<file path="config.mk">
export PLATFORM = sky130hd
export DESIGN_NAME = neuron_weight_ctrl
export DESIGN_NICKNAME = d
export VERILOG_FILES = /design/src/rtl/neuron_weight_ctrl.sv
export SDC_FILE = /design/constraint.sdc
export NUM_CORES = 1
export LEC_CHECK = 0
export CAP_MARGIN = 20
export CORE_ASPECT_RATIO = 0.75
export CORE_MARGIN = 1
export CORE_UTILIZATION = 44
export DETAILED_ROUTE_END_ITERATION = 10
export GPL_TIMING_DRIVEN = 0
export PLACE_DENSITY_LB_ADDON = 0.1
export SETUP_SLACK_MARGIN = 0.4
export SLEW_MARGIN = 15
export SYNTH_ARGS = -nofsm -noshare
export SYNTH_HDL_FRONTEND = slang
export SYNTH_SLANG_ARGS = --single-unit
</file>
<file path="constraint.sdc">
create_clock -name clk -period 6.4 [get_ports clk]
set_clock_uncertainty 0.2 [all_clocks]
set_input_delay 1.28 -clock clk [delete_from_list [all_inputs] [get_ports clk]]
set_output_delay 1.28 -clock clk [all_outputs]
set_load 0.005 [all_outputs]
</file>
<file path="src/rtl/neuron_weight_ctrl.sv">
// Weight-memory controller for one neuron: captures its weights from the shared
// config bus, then streams read addresses to the MAC for each accepted sample.
module neuron_weight_ctrl #(
  parameter int numWeight    = 3,
  parameter int neuronNo     = 5,
  parameter int layerNo      = 1,
  parameter int addressWidth = 10,
  parameter int dataWidth    = 16,
  parameter int pretrained   = 0
) (
  input  logic                    clk,
  input  logic                    rst_n,
  input  logic                    cfg_valid,
  input  logic [31:0]             cfg_layer,
  input  logic [31:0]             cfg_neuron,
  input  logic [dataWidth-1:0]    cfg_data,
  output logic                    cfg_ready,
  input  logic                    in_valid,
  output logic                    in_ready,
  output logic                    wen,
  output logic [addressWidth-1:0] wadd,
  output logic [dataWidth-1:0]    win,
  output logic                    ren,
  output logic [addressWidth-1:0] radd,
  output logic                    mac_valid,
  output logic                    mac_last,
  output logic                    load_done
);

  typedef enum logic [1:0] {
    ST_LOAD  = 2'd0,
    ST_FLUSH = 2'd1,
    ST_RUN   = 2'd2
  } state_t;

  localparam bit PRE    = (pretrained != 0);
  localparam bit SINGLE = (numWeight == 1);
  localparam state_t RST_STATE = PRE ? ST_RUN : ST_LOAD;
  localparam logic [addressWidth-1:0] LAST_ADDR = addressWidth'(numWeight - 1);
  localparam logic [addressWidth-1:0] ZERO_ADDR = addressWidth'(0);

  function automatic logic [addressWidth-1:0] inc_wrap(input logic [addressWidth-1:0] p);
    if (p == LAST_ADDR) begin
      return ZERO_ADDR;
    end else begin
      return p + addressWidth'(1);
    end
  endfunction

  state_t                  r_state;
  state_t                  w_state_nxt;
  logic [addressWidth-1:0] r_wr_ptr;
  logic [addressWidth-1:0] w_wr_ptr_nxt;
  logic [addressWidth-1:0] r_rd_ptr;
  logic [addressWidth-1:0] w_rd_ptr_nxt;
  logic                    r_wen;
  logic                    w_wen_nxt;
  logic [addressWidth-1:0] r_wadd;
  logic [addressWidth-1:0] w_wadd_nxt;
  logic [dataWidth-1:0]    r_win;
  logic [dataWidth-1:0]    w_win_nxt;
  logic                    r_mac_valid;
  logic                    r_mac_last;
  logic                    r_cfg_ready;
  logic                    w_match;
  logic                    w_load_done;
  logic                    w_in_ready;
  logic                    w_accept;

  // A pretrained neuron never claims config words, so they cannot disturb it.
  assign w_match = r_cfg_ready & cfg_valid & ~PRE &
                   (cfg_layer == 32'(layerNo)) & (cfg_neuron == 32'(neuronNo));
  assign w_load_done = (r_state == ST_RUN);
  assign w_in_ready  = w_load_done & ~w_match;
  assign w_accept    = in_valid & w_in_ready & rst_n;

  // Next-state and next register values; a matching word outside LOAD restarts the load.
  always_comb begin
    w_state_nxt  = r_state;
    w_wr_ptr_nxt = r_wr_ptr;
    w_rd_ptr_nxt = r_rd_ptr;
    w_wen_nxt    = 1'b0;
    w_wadd_nxt   = r_wadd;
    w_win_nxt    = r_win;
    case (r_state)
      ST_LOAD: begin
        if (w_match) begin
          w_wen_nxt    = 1'b1;
          w_wadd_nxt   = r_wr_ptr;
          w_win_nxt    = cfg_data;
          w_wr_ptr_nxt = inc_wrap(r_wr_ptr);
          if (r_wr_ptr == LAST_ADDR) begin
            w_state_nxt = ST_FLUSH;
          end else begin
            w_state_nxt = ST_LOAD;
          end
        end else begin
          w_state_nxt = ST_LOAD;
        end
      end
      ST_FLUSH, ST_RUN: begin
        if (w_match) begin
          w_wen_nxt    = 1'b1;
          w_wadd_nxt   = ZERO_ADDR;
          w_win_nxt    = cfg_data;
          w_rd_ptr_nxt = ZERO_ADDR;
          if (SINGLE) begin
            w_wr_ptr_nxt = ZERO_ADDR;
            w_state_nxt  = ST_FLUSH;
          end else begin
            w_wr_ptr_nxt = addressWidth'(1);
            w_state_nxt  = ST_LOAD;
          end
        end else if (w_accept) begin
          w_rd_ptr_nxt = inc_wrap(r_rd_ptr);
          w_state_nxt  = ST_RUN;
        end else begin
          w_state_nxt = ST_RUN;
        end
      end
      default: begin
        w_state_nxt = RST_STATE;
      end
    endcase
  end

  // FSM state register.
  always_ff @(posedge clk or negedge rst_n) begin
    if (!rst_n) begin
      r_state <= RST_STATE;
    end else begin
      r_state <= w_state_nxt;
    end
  end

  // Pointers, write port and MAC qualifiers.
  always_ff @(posedge clk or negedge rst_n) begin
    if (!rst_n) begin
      r_wr_ptr    <= ZERO_ADDR;
      r_rd_ptr    <= ZERO_ADDR;
      r_wen       <= 1'b0;
      r_wadd      <= ZERO_ADDR;
      r_win       <= {dataWidth{1'b0}};
      r_mac_valid <= 1'b0;
      r_mac_last  <= 1'b0;
      r_cfg_ready <= 1'b0;
    end else begin
      r_wr_ptr    <= w_wr_ptr_nxt;
      r_rd_ptr    <= w_rd_ptr_nxt;
      r_wen       <= w_wen_nxt;
      r_wadd      <= w_wadd_nxt;
      r_win       <= w_win_nxt;
      r_mac_valid <= w_accept;
      r_mac_last  <= w_accept & (r_rd_ptr == LAST_ADDR);
      r_cfg_ready <= 1'b1;
    end
  end

  assign cfg_ready = r_cfg_ready;
  assign in_ready  = w_in_ready;
  assign wen       = r_wen;
  assign wadd      = r_wadd;
  assign win       = r_win;
  assign ren       = w_accept;
  assign radd      = r_rd_ptr;
  assign mac_valid = r_mac_valid;
  assign mac_last  = r_mac_last;
  assign load_done = w_load_done;

endmodule

</file>
==> results of run 1 <==
## logic make-up after synthesis
kind of cell    share of synthesized area, %
simple gates                           23.91
compound gates                         11.54
fa+ha+maj                              3.269
other cells                           0.1400
buf+inv                                4.437
mux                                    8.127
flops                                  48.58
## how the worst min path moves through the flow
| stage | start | cells after the start | end | slack, ns |
|---|---|---|---|---|
| floorplan | wadd[0] | 2 | wadd[0] | 0.27 |
| global placement | wadd[2] | 2 | wadd[2] | 0.27 |
| detailed placement | wadd[6] | 2 | wadd[6] | 0.27 |
| CTS | wadd[6] | 2 | wadd[6] | 0.29 |
| global route | wadd[2] | 2 | wadd[2] | 0.32 |
| finish | wadd[4] | 2 | wadd[4] | 0.28 |
## through the flow
stage          utilization [%]  cells
4_1_cts                  71.50    476
3_5_place_dp             69.34    468
2_1_floorplan                -    263
5_1_grt                  71.50    476
3_3_place_gp             68.95    467
6_report                 71.50    476
## worst register-to-register path, cell delays in order, from the launching register on
cell and delay, ns:
dfrtp_1 0.40, inv_1 0.08, ha_1 0.20, and3_1 0.16, clkbuf_1 0.30, nand3b_1 0.35, nor4_1 0.31, o22ai_1 0.11
o22ai_1 0.12
## cell type report
type	count	area [um2]	share of cell area [%]
clock inverter	1	30.03	0.7173
inverter	13	48.80	1.166
multi-input combinational	186	1259	30.07
buffer	12	70.07	1.674
timing repair buffer	127	1284	30.66
tap	78	97.59	2.331
clock buffer	7	96.34	2.301
sequential	52	1301	31.08
## power by group through the flow
stage | clock network (mW) | registers [mW] | logic, mW
2_1_floorplan | 0 | 0.335 | 0.00289
3_3_place_gp | 0 | 0.335 | 0.0608
3_5_place_dp | 0 | 0.335 | 0.0636
4_1_cts | 0.250 | 0.329 | 0.0636
5_1_grt | 0.263 | 0.329 | 0.0674
6_report | 0.245 | 0.329 | 0.0627
## metal layers
metal / share of wire, % / up-vias / routed length, um / GRT usage, %
met1: 45 / 1168 / 3194 / 30.27
met4: 1.1 / 0 / 80 / 6.424
met3: 9.5 / 7 / 681 / 7.675
li1: - / 1218 / - / -
met5: 0 / - / 0 / 0
met2: 45 / 120 / 3185 / 36.32
## cells in the final DEF, fill, tap and decap left out, types with 2 or more instances in the layout
cell type        synthesis  routed
clkdlybuf4s50_1          0     125
dfrtp_1                 52      52
o21ai_0                 28      28
nor4_1                  18      18
nand2_1                 15      15
nor2_1                  14      14
inv_1                   13      13
and3_1                  12      12
nand2b_1                12      12
mux2_4                  10      10
nand3_1                  7       7
clkbuf_1                 7       7
ha_1                     7       7
clkbuf_8                 0       7
nor3_1                   6       6
o31ai_1                  6       6
a21o_1                   6       6
mux2_2                   6       6
nand4_1                  5       5
o22ai_1                  5       5
a21oi_1                  4       4
nor3b_1                  3       3
buf_2                    2       3
buf_6                    3       3
nor4bb_1                 2       2
and2_1                   2       2
o211ai_1                 2       2
a31oi_1                  2       2
## flip-flops by register name, indices dropped and copies added, names as in the netlist
register,count
mac_valid,1
cfg_ready,1
r_state,2
win,16
radd,10
wadd,10
wen,1
mac_last,1
r_wr_ptr,10
==> results.md, run 1 <==
Min path:
- The worst min-delay path category is reg2reg.

Finish:
- 0 antenna diodes ended up in the layout.
- Compared with the post-synthesis result, the final layout area differs by 56.28%.
- Of the cells placed in the final design, the portion with a size suffix greater than 1 is 9.045%.
- The layout net count is 488.
- The area of all placed cells without fillers is 4187 um2.
- The filler cells instantiated in the layout total 458.

Logic synthesis:
- The number of synthesized flops with an enable pin is 0.
- The net count of the mapped netlist is 354.
- The average size of a mapped cell is 10.19 um2.
- The share of synthesized area occupied by flip-flops and latches is 48.58%.
- The most instantiated flip-flop cell in the synthesis netlist is dfrtp_1.
- The most common cell in the synthesized netlist is dfrtp_1.
- The count of synthesis-stage warnings from yosys is 0.
- The proportion of netlist area held by the largest area contributor is 48.58%.
- By area the synthesized netlist is led by dfrtp_1 (49%), mux2_4 (5.6%), o21ai_0 (5.2%).
- Sorting the synthesized cells by how often they occur yields dfrtp_1 (52), o21ai_0 (28), nor4_1 (18).
- The number of distinct standard cells referenced by the synthesized netlist is 40.
- The synthesized cell area is between 2000 and 3000 um2.
- In the synthesized netlist, the number of instances is about 260.
- The dominant cell type by area after synthesis is dfrtp_1.
- The number of synthesized register bits is 52.
- For this run, asynchronously set or reset flops after synthesis account for 100.0%.

STA:
- The routed design could run at a clock period as short as ~5 ns.
- For the pin with the worst max-slew slack, the measured transition is 0.7793 ns.
- The total count of max-transition violations in the final report came to 0.
- The worst-case headroom to the max-slew limit is 48.04%.
- The number of failing setup endpoints in the final timing report is 0.
- In the finished design, the share of the clock period the worst path needs comes to 79.37%.
- The final critical-path setup slack is 1.321 ns.
- The minimum hold slack is 0.2849 ns.
- The hold violation total from the final report is 0.
- The final-layout setup total negative slack is 0 ns.
- For this run, the top clock speed supported by timing is about 200 MHz.
- Setup repair after global routing left no endpoint under its margin.

Global route:
- The aggregate global-route resource usage is a little under a quarter.
- The maximum number of pins on one net before global-route repair is 34.
- The total overflow left after global routing is 0.
- The initial antenna violation count is 0.
- The via count of the first global-routing pass came to ~2400.
- The first global-routing pass estimated 11580 um of wire.

Floorplan:
- The effective utilization at floorplan is 45.75%.
- The die outline height is 69.58 um.
- The core area is 5856 um2.
- The I/O pin count is 127.
- The full die area is 6408 um2.
- The floorplan step set the die width to 92.10 um.
- The count of standard-cell rows is 24.

Clocking:
- The clock tree from TritonCTS is built.
- TritonCTS created 5 clock buffers.
- The clock passes through at most 2 buffers.
- Once the clock tree was built, the resizer swapped 0 gates to a different size.
- Buffers inserted to repair hold after CTS numbered 0.
- The number of H-tree levels is 2.
- The later pin in the worst-skew pair is clocked with a latency of between 0.3 and 0.4 ns.
- The setup fix buffers added after clock tree synthesis is 0.
- CTS placed an instance of clkbuf_8 at the clock tree root.
- The number of sinks handled by clock tree synthesis is 52.
- The clock-pin slew of the registers on the worst-case setup and hold paths is 0.09 ns.

Setup path:
- The total number of cells along the worst setup path is 8.
- The kind of critical path is in2out.
- The start point of the critical path is cfg_neuron[5].
- The required time reported for the critical path endpoint is about 5 ns.
- The data arrival time of the critical path is 3.60 ns.
- The largest fanout of any net on the critical path is 10.
- Broken down by cell family, the worst path's largest delay share belongs to buffers and inverters.
- The terminus of the critical flop-to-flop path is radd[9].
- The critical path startpoint category is a primary input.
- The source of the worst register-to-register timing path is r_state[0].
- The setup slack of the worst register-to-register path is 4.10 ns.
- The worst setup path is captured at an output port.
- The most critical setup path has its endpoint at ren.
- The peak per-stage delay on the critical path is 0.47 ns.
- The largest individual stage delay along the critical path comes from the cell clkdlybuf4s50_1.
- The critical path goes through clkdlybuf4s50_1, nor4_1, nand4_1, nor2_1, and2_1, clkbuf_1, nor2_1, clkdlybuf4s50_1.
- Together, buffers and inverters on the worst path number 3.
- For the worst flop-to-flop path, the logic depth is 8.

Power:
- The clock network fraction of design power is 38.5%.
- Per report_power, the combinational group accounts for 9.9% of the total.
- Summed over all cells, the static leakage comes to approximately 1.8 nW.
- Net switching is 19.23% of the power.
- Dividing total power by cell area gives a power density of around 150 nW/um2.
- The worst-case IR drop observed on VDD is roughly 0.00013 V.
- In this run the power spent charging and discharging nets is 0.1224 mW.
- The total power is 0.6367 mW.
- The power share of the sequential group is 51.6%.
- The internal portion of the total power is 0.5143 mW.

Placed design:
- OpenSTA, run right after detailed placement, puts the worst setup slack at 1.258 ns.
- The quantity of I/O buffers inserted on ports is 126.
- The HPWL after detailed placement is 5410 um.
- At the end of routability-driven placement, the weighted congestion stood at about 0.8.
- After detailed placement, the total cell area comes to ~4100 um2.

Outcome:
- The run finished with clean final reports.

Detailed routing:
- Dividing the detail-routed via count by the number of cells gives approximately 5.3.
- Once detail routing completed, the nets flagged for antenna violations numbered 0.
- The routed length per placed instance is approximately 15 um.
- The first TritonRoute pass finished after 4 iterations.
- Detailed routing inserted a total of 2513 vias.
- The final wirelength is 7140 um.
- For this block, the initial DRC count from the detailed router was 218.
- In the routed design, unresolved DRC markers number 0.

Flow run:
- The number of max-cap violations is 0.
Note: power is estimated with default switching activity, not from simulation.
==> inputs of run 2 (changes only) <==
--- a/config.mk
+++ b/config.mk
@@ -8,7 +8,7 @@
 export CAP_MARGIN = 20
 export CORE_ASPECT_RATIO = 0.75
 export CORE_MARGIN = 1
-export CORE_UTILIZATION = 44
+export CORE_UTILIZATION = 41
 export DETAILED_ROUTE_END_ITERATION = 10
 export GPL_TIMING_DRIVEN = 0
 export PLACE_DENSITY_LB_ADDON = 0.1
==> constraint.sdc (replaced) <==
create_clock -name clk -period 4.7 [get_ports clk]
set_clock_uncertainty 0.2 [all_clocks]
set_input_delay 0.94 -clock clk [delete_from_list [all_inputs] [get_ports clk]]
set_output_delay 0.94 -clock clk [all_outputs]
set_load 0.005 [all_outputs]
==> run 2 against run 1 <==
Against the previous run: non-clock buffer count shrank 1; clock-buffer cell count fell by 1; sequential cell count unchanged; largest cell class unchanged.
==> results.md, run 2 (synthesized netlist as in run 1, its figures left out) <==
Placed design:
- The quantity of I/O buffers inserted on ports is 126 (unchanged).
- The final weighted congestion in routability-driven placement came to 0.7972 (about the same).
- The HPWL after detailed placement is 5252 um (-2.9%).
- The placed instance area is 4039 um2 (-0.52%).

Clocking:
- The clock-pin slew of the registers on the worst-case setup and hold paths is 0.08 ns (about the same).
- The cell at the root of the clock tree is clkbuf_8.
- The clock insertion delay at the later pin of the skew report is 0.29 ns (-0.02 ns).
- The setup fix buffers added after clock tree synthesis is 0 (unchanged).
- The number of sinks handled by clock tree synthesis is 52 (unchanged).
- The number of CTS-inserted buffers is 5 (unchanged).
- The number of H-tree levels was 2 (unchanged).
- The clock tree from TritonCTS is built.
- The maximum buffer depth of the clock tree is 2 (unchanged).

Floorplan:
- The full die area is 6864 um2 (+7.1%).
- The core area is 6319 um2 (+7.9%).
- The die outline width is 95.34 um (+3.5%).
- The effective utilization at floorplan is 42.40% (-3.4 points).
- The count of standard-cell rows is 25 (+4.2%).
- The die outline height is 72 um (+3.5%).
- The I/O pin count is 127 (unchanged).

Detailed routing:
- The number of antenna-violating nets in the routed design was 0 (unchanged).
- The detailed-route vias per instance is 5.331 (+0.98%).
- The total number of vias is 2543 (+1.2%).
- The number of iterations in the first detailed-routing pass is 4 (unchanged).
- The remaining design rule violation count is 0 (unchanged).
- The violation count after the first detailed-route iteration is 233 (+6.9%).
- The final wirelength is 6979 um (-2.3%).
- The routed length per placed instance is 14.63 um (-2.5%).

Finish:
- The area growth from synthesis to layout is 54.09%.
- The number of diodes added for antenna fixing is 0 (unchanged).
- The number of flip-flops in the largest register is 16 (unchanged).
- In the layout the commonest cells are clkdlybuf4s50_1 (125), dfrtp_1 (52), o21ai_0 (28), nor4_1 (18), nand2_1 (15).
- The area used by multi-input combinational logic came to 1266 um2 (+0.60%).
- The area of all placed cells without fillers is 4128 um2 (-1.4%).
- The share of final-layout standard cells stronger than drive strength 1 is 9.091% (+0.046 points).
- The area taken by flip-flops and latches came to 1301 um2 (unchanged).
- The library cell used most frequently in the layout, excluding fill and tap cells, is clkdlybuf4s50_1.
- The fill cell instance count of the final layout was 527 (+15%).
- The layout net count is 487 (-0.20%).

Setup path:
- The required time reported for the critical path endpoint is 3.56 ns (-1.36 ns).
- The worst setup path is launched from a primary input.
- The setup slack of the worst register-to-register path was 2.38 ns (-1.72 ns).
- The sort of element at the end of the critical path is an output port.
- The kind of critical path is in2out.
- The data arrival time of the critical path is 2.94 ns (-0.66 ns).
- The number of cell instances on the worst register-to-register path is 8 (unchanged).
- The largest fanout of any net on the critical path came to 10 (unchanged).

STA:
- Derived from the worst setup path, the maximum achievable clock frequency is 244.8 MHz.
- The slew of the pin with the lowest slew margin is 0.6628 ns (-0.1165 ns).
- The worst-case headroom to the max-slew limit came to 55.81% (+7.8 points).
- The total count of max-transition violations in the final report was 0 (unchanged).
- Dividing the final minimum period by the clock period gives 86.91%.
- The hold violation total from the final report was 0 (unchanged).
- Setup repair after global routing left no endpoint under its margin.
- The number of failing setup endpoints in the final timing report is 0 (unchanged).
- The final-layout setup total negative slack came to 0 ns (unchanged).
- The minimum hold slack was 0.2892 ns (+0.004326 ns).
- The clock period minus worst slack is 4.085 ns.

Power:
- The peak supply drop came to 0.0001586 V (+24%).
- The power per standard cell area is 185.2 nW/um2 (+22%).
- The switching power came to 0.1526 mW (+25%).
- The static leakage power came to 1.804 nW (-1.7%).
- The clock network fraction of design power is 30.7% (-7.8 points).
- The proportion of power drawn by combinational gates is 10.8% (+0.9 points).
- The switching part of the total power is 19.97% (+0.74 points).
- The power share of the sequential group was 58.6% (+7.0 points).
- The total power was 0.7643 mW (+20%).
- The internal power is 0.6117 mW (+19%).

Flow run:
- The number of max-cap violations is 0 (unchanged).

Global route:
- The maximum number of pins on one net before global-route repair is 55 (+62%).
- The via count of the first global-routing pass came to 2288 (-6.3%).
- The initial antenna violation count is 0 (unchanged).
- The aggregate global-route resource usage is 20.23% (-2.7 points).
- The global-route wire length before repair is 10880 um (-6.0%).
- The global-route congestion overflow total is 0 (unchanged).

Min path:
- The number of instances on the worst hold path is 2 (unchanged).
- The worst min-delay path category is reg2reg.

Outcome:
- The flow ran to the end, and the final reports show no timing, DRC or antenna violations.
run 2: cell count changes in the layout (fill, tap and decap cells not counted), sizes merged:
cell | before | now
buf | 7 | 6
bufinv | 1 | 0
clkbuf | 14 | 13
clkinv | 0 | 1
run 2: layer usage:
metal	vias to the layer above	wire (um)	track usage, %
met5	-	0	0
met2	126	3121	31.98
met1	1200	3039	28.36
li1	1213	-	-
met3	4	790	5.346
met4	0	27	3.535
run 2: power groups by stage:
stage | sequential [mW] | combinational [mW] | clock, mW
2_1_floorplan | 0.457 | 0.00393 | 0
3_3_place_gp | 0.457 | 0.0830 | 0
3_5_place_dp | 0.457 | 0.0837 | 0
4_1_cts | 0.448 | 0.0838 | 0.242
5_1_grt | 0.448 | 0.0903 | 0.265
6_report | 0.448 | 0.0824 | 0.234
run 2: repair_timing:
item,CTS,global route
endpoints found under the setup margin,1,1
hold buffers,0,0
pin swaps,0,0
resized for setup,1,4
hold endpoints to repair,0,0
cloned,0,0
run 2: worst paths after layout:
kind,start,end
worst max-delay path,cfg_layer[0],ren
worst min-delay path,wadd[4],wadd[4]
worst max register to register,r_state[0],radd[9]
worst min register to register,wadd[4],wadd[4]
max in group asynchronous,rst_n,win[13]
min in group asynchronous,rst_n,wadd[5]
run 2: area by class of cell:
cell class                      instances  share of cell area [%]
Buffer                                 12                   1.788
Clock buffer                            6                   1.758
Clock inverter                          1                  0.1212
Inverter                               13                   1.182
Multi-Input combinational cell        186                   30.68
Sequential cell                        52                   31.52
Tap cell                               81                   2.455
Timing Repair Buffer                  126                   30.49
run 2: stage by stage:
step	setup slack (ns)	instances	util (%)
after floorplan	1.532	263	-
after global placement	-0.7497	470	63.96
after detailed placement	0.2389	470	63.92
after CTS	0.4479	477	65.17
after global routing	0.4373	477	65.33
final	0.6154	477	65.33
run 2: critical path, stage by stage:
cell and delay [ns]:
clkdlybuf4s50_1 0.46, nor4bb_1 0.28, nand4_1 0.20, nor3_2 0.17
and2_1 0.16, clkbuf_4 0.21, nor2_1 0.08, clkdlybuf4s50_1 0.45
==> inputs of run 3 (changes only) <==
--- a/config.mk
+++ b/config.mk
@@ -11,6 +11,7 @@
 export CORE_UTILIZATION = 41
 export DETAILED_ROUTE_END_ITERATION = 10
 export GPL_TIMING_DRIVEN = 0
+export MAX_ROUTING_LAYER = met4
 export PLACE_DENSITY_LB_ADDON = 0.1
 export SETUP_SLACK_MARGIN = 0.4
 export SLEW_MARGIN = 15
==> constraint.sdc (replaced) <==
create_clock -name clk -period 4.6 [get_ports clk]
set_clock_uncertainty 0.2 [all_clocks]
set_input_delay 0.92 -clock clk [delete_from_list [all_inputs] [get_ports clk]]
set_output_delay 0.92 -clock clk [all_outputs]
set_load 0.005 [all_outputs]
==> run 3 against run 2 <==
Against the previous run: total power increased by 2.4%; first-iteration DRC count fell by 4.7%; sequential share of layout area down 0.11 points; utilization is 0.24 points higher; via count up 0.71%; wire length increased by 0.33%; worst setup slack lost 0.054 ns; register-to-register slack lost 0.12 ns; highest routed layer unchanged; cell area grew 0.36%; critical path depth unchanged; hold slack better by 0.0024 ns; global-route usage rose by 0.62 points.
==> results.md, run 3 (synthesized netlist as in run 1, its figures left out) <==
Outcome:
- The flow ran to the end, and the final reports show no timing, DRC or antenna violations.

Setup path:
- In this run the critical register-to-register path is launched from r_state[0].
- The largest fanout of any net on the critical path is 10 (unchanged).
- The number of cell instances on the worst register-to-register path was 8 (unchanged).
- The setup slack of the worst register-to-register path was 2.26 ns (-0.12 ns).
- In this run the critical register-to-register path is captured at radd[9].
- The critical path ends at ren.
- STA classifies the critical path startpoint as a primary input.
- The sort of element at the end of the critical path is an output port.
- The kind of critical path is in2out.
- The required time reported for the critical path endpoint is 3.48 ns (-0.08 ns).
- The data arrival time of the critical path was 2.92 ns (-0.02 ns).
- The start point of the critical path is cfg_layer[20].

Clocking:
- The maximum buffer depth of the clock tree is 2 (unchanged).
- The clock insertion delay at the later pin of the skew report is 0.29 ns (about the same).
- The number of H-tree levels came to 2 (unchanged).
- The number of sinks handled by clock tree synthesis was 52 (unchanged).
- The number of CTS-inserted buffers was 5 (unchanged).
- The setup fix buffers added after clock tree synthesis is 0 (unchanged).
- The clock tree from TritonCTS is built.
- The cell at the root of the clock tree is clkbuf_8.
- The clock-pin slew of the registers on the worst-case setup and hold paths is 0.08 ns (about the same).

STA:
- The fraction of the cycle the final worst path needs is 87.80%.
- The worst-case headroom to the max-slew limit is 55.54% (-0.27 points).
- Setup repair after global routing left no endpoint under its margin.
- The clock period minus worst slack is 4.039 ns.
- The total count of max-transition violations in the final report is 0 (unchanged).
- The slew of the pin with the lowest slew margin is 0.6669 ns (+0.004081 ns).
- The final critical-path setup slack was 0.5611 ns (-0.05428 ns).
- The highest achievable clock rate is between 200 and 250 MHz.
- The hold violation total from the final report is 0 (unchanged).
- The number of failing setup endpoints in the final timing report is 0 (unchanged).
- The minimum hold slack is 0.2916 ns (+0.002397 ns).

Finish:
- Leaving out fill and tap cells, the most frequent cells in the layout are clkdlybuf4s50_1 (125), dfrtp_1 (52), o21ai_0 (28), nor4_1 (17), nand2_1 (15).
- The area of all placed cells without fillers is 4143 um2 (+0.36%).
- The final design utilization is 65.56% (+0.24 points).
- The number of diodes added for antenna fixing is 0 (unchanged).
- The layout net count is 487 (unchanged).
- The share of final-layout standard cells stronger than drive strength 1 is 9.343% (+0.25 points).
- The most common cell after layout, fill and taps aside is clkdlybuf4s50_1.
- Compared with the post-synthesis result, the final layout area differs by 54.65%.
- The number of flip-flops in the largest register is 16 (unchanged).

Placed design:
- The worst-case setup slack after placement is 0.1789 ns (-0.06000 ns).
- The placed instance area is 4039 um2 (unchanged).
- The final weighted congestion in routability-driven placement is 0.8086 (+1.4%).
- The quantity of I/O buffers inserted on ports is 126 (unchanged).
- The HPWL after detailed placement is 5252 um (unchanged).

Detailed routing:
- The total number of vias is 2561 (+0.71%).
- The violation count after the first detailed-route iteration is 222 (-4.7%).
- The detailed-route vias per instance is 5.369 (+0.71%).
- The number of iterations in the first detailed-routing pass is 4 (unchanged).
- The remaining design rule violation count was 0 (unchanged).
- The final wirelength is 7002 um (+0.33%).
- The routed length per placed instance is 14.68 um (+0.33%).
- The number of antenna-violating nets in the routed design is 0 (unchanged).

Power:
- The proportion of power drawn by combinational gates is 10.9% (about the same).
- The power share of the sequential group is 58.4% (-0.2 points).
- The static leakage power came to 1.806 nW (+0.11%).
- The peak supply drop was 0.0001621 V (+2.2%).
- The internal power came to 0.6254 mW (+2.2%).
- The clock network fraction of design power is 30.6% (about the same).
- The power per standard cell area is 188.9 nW/um2 (+2.0%).
- The switching power is 0.1571 mW (+2.9%).
- The switching part of the total power was 20.07% (+0.11 points).

Global route:
- The global-route wire length before repair is 10880 um (unchanged).
- The initial antenna violation count is 0 (unchanged).
- The maximum number of pins on one net before global-route repair is 55 (unchanged).
- The global-route congestion overflow total is 0 (unchanged).
- The via count of the first global-routing pass is 2276 (-0.52%).
- The aggregate global-route resource usage is 20.85% (+0.62 points).

Floorplan:
- The core area is 6319 um2 (unchanged).
- The full die area is 6864 um2 (unchanged).
- The count of standard-cell rows is 25 (unchanged).
- The I/O pin count is 127 (unchanged).
- The die outline width came to 95.34 um (unchanged).
- The die outline height was 72 um (unchanged).
- The effective utilization at floorplan is 42.40% (unchanged).

Min path:
- In this run the worst hold path is classified as reg2reg.
- The start point of the worst min-delay path is wadd[6].

Flow run:
- The number of max-cap violations is 0 (unchanged).
==> run 3: cell counts in the layout (fill, tap and decap cells not counted) <==
Identical to the previous run, type by type.
==> run 3: stage by stage <==
stage	setup TNS (ns)	power, mW	std cells
3_3_place_gp	-2.914	0.5513	470
4_1_cts	0	0.7905	477
6_report	0	0.7825	477
3_5_place_dp	0	0.5520	470
5_1_grt	0	0.8220	477
2_1_floorplan	0	0.4706	263
==> run 3: power by group through the flow <==
stage,clock [mW],sequential (mW),combinational [mW]
6_report,0.240,0.457,0.0856
5_1_grt,0.271,0.457,0.0935
4_1_cts,0.248,0.457,0.0856
3_5_place_dp,0,0.466,0.0855
3_3_place_gp,0,0.467,0.0848
2_1_floorplan,0,0.467,0.00402
==> run 3: worst max-delay path: stages <==
cell and delay, ns:
clkdlybuf4s50_1 0.44, nor4_4 0.30, nand3_1 0.17, nor3_2 0.20
and2_1 0.16, clkbuf_4 0.20, nor2_1 0.08, clkdlybuf4s50_1 0.45
==> run 3: area by class of cell <==
type | instances | area [um2]
buffer | 12 | 73.82
timing repair buffer | 126 | 1259
sequential | 52 | 1301
multi-input combinational | 186 | 1281
clock buffer | 6 | 72.57
clock inverter | 1 | 5.005
fill | 525 | 2176
inverter | 13 | 48.80
tap | 81 | 101.3
==> run 3: routing by layer <==
layer | GRT usage, % | up-vias | share of wire, % | routed length (um)
met5 | - | - | 0 | 0
li1 | - | 1214 | - | -
met3 | 5.031 | 6 | 11 | 740
met4 | 3.535 | 0 | 0.49 | 34
met1 | 28.63 | 1211 | 44 | 3097
met2 | 31.90 | 130 | 45 | 3130
==> run 3: worst min path at each step <==
stage | end | slack [ns] | depth (start not counted)
after floorplan | wadd[0] | 0.27 | 2
after global placement | wadd[7] | 0.27 | 2
after detailed placement | wadd[4] | 0.28 | 2
after CTS | wadd[4] | 0.30 | 2
after global routing | wadd[6] | 0.33 | 2
final | wadd[6] | 0.29 | 2
==> run 3: what timing repair did <==
item | CTS | global route
pin swaps | 0 | 0
hold buffers | 0 | 0
resized for setup | 2 | 4
endpoints found under the setup margin | 1 | 1
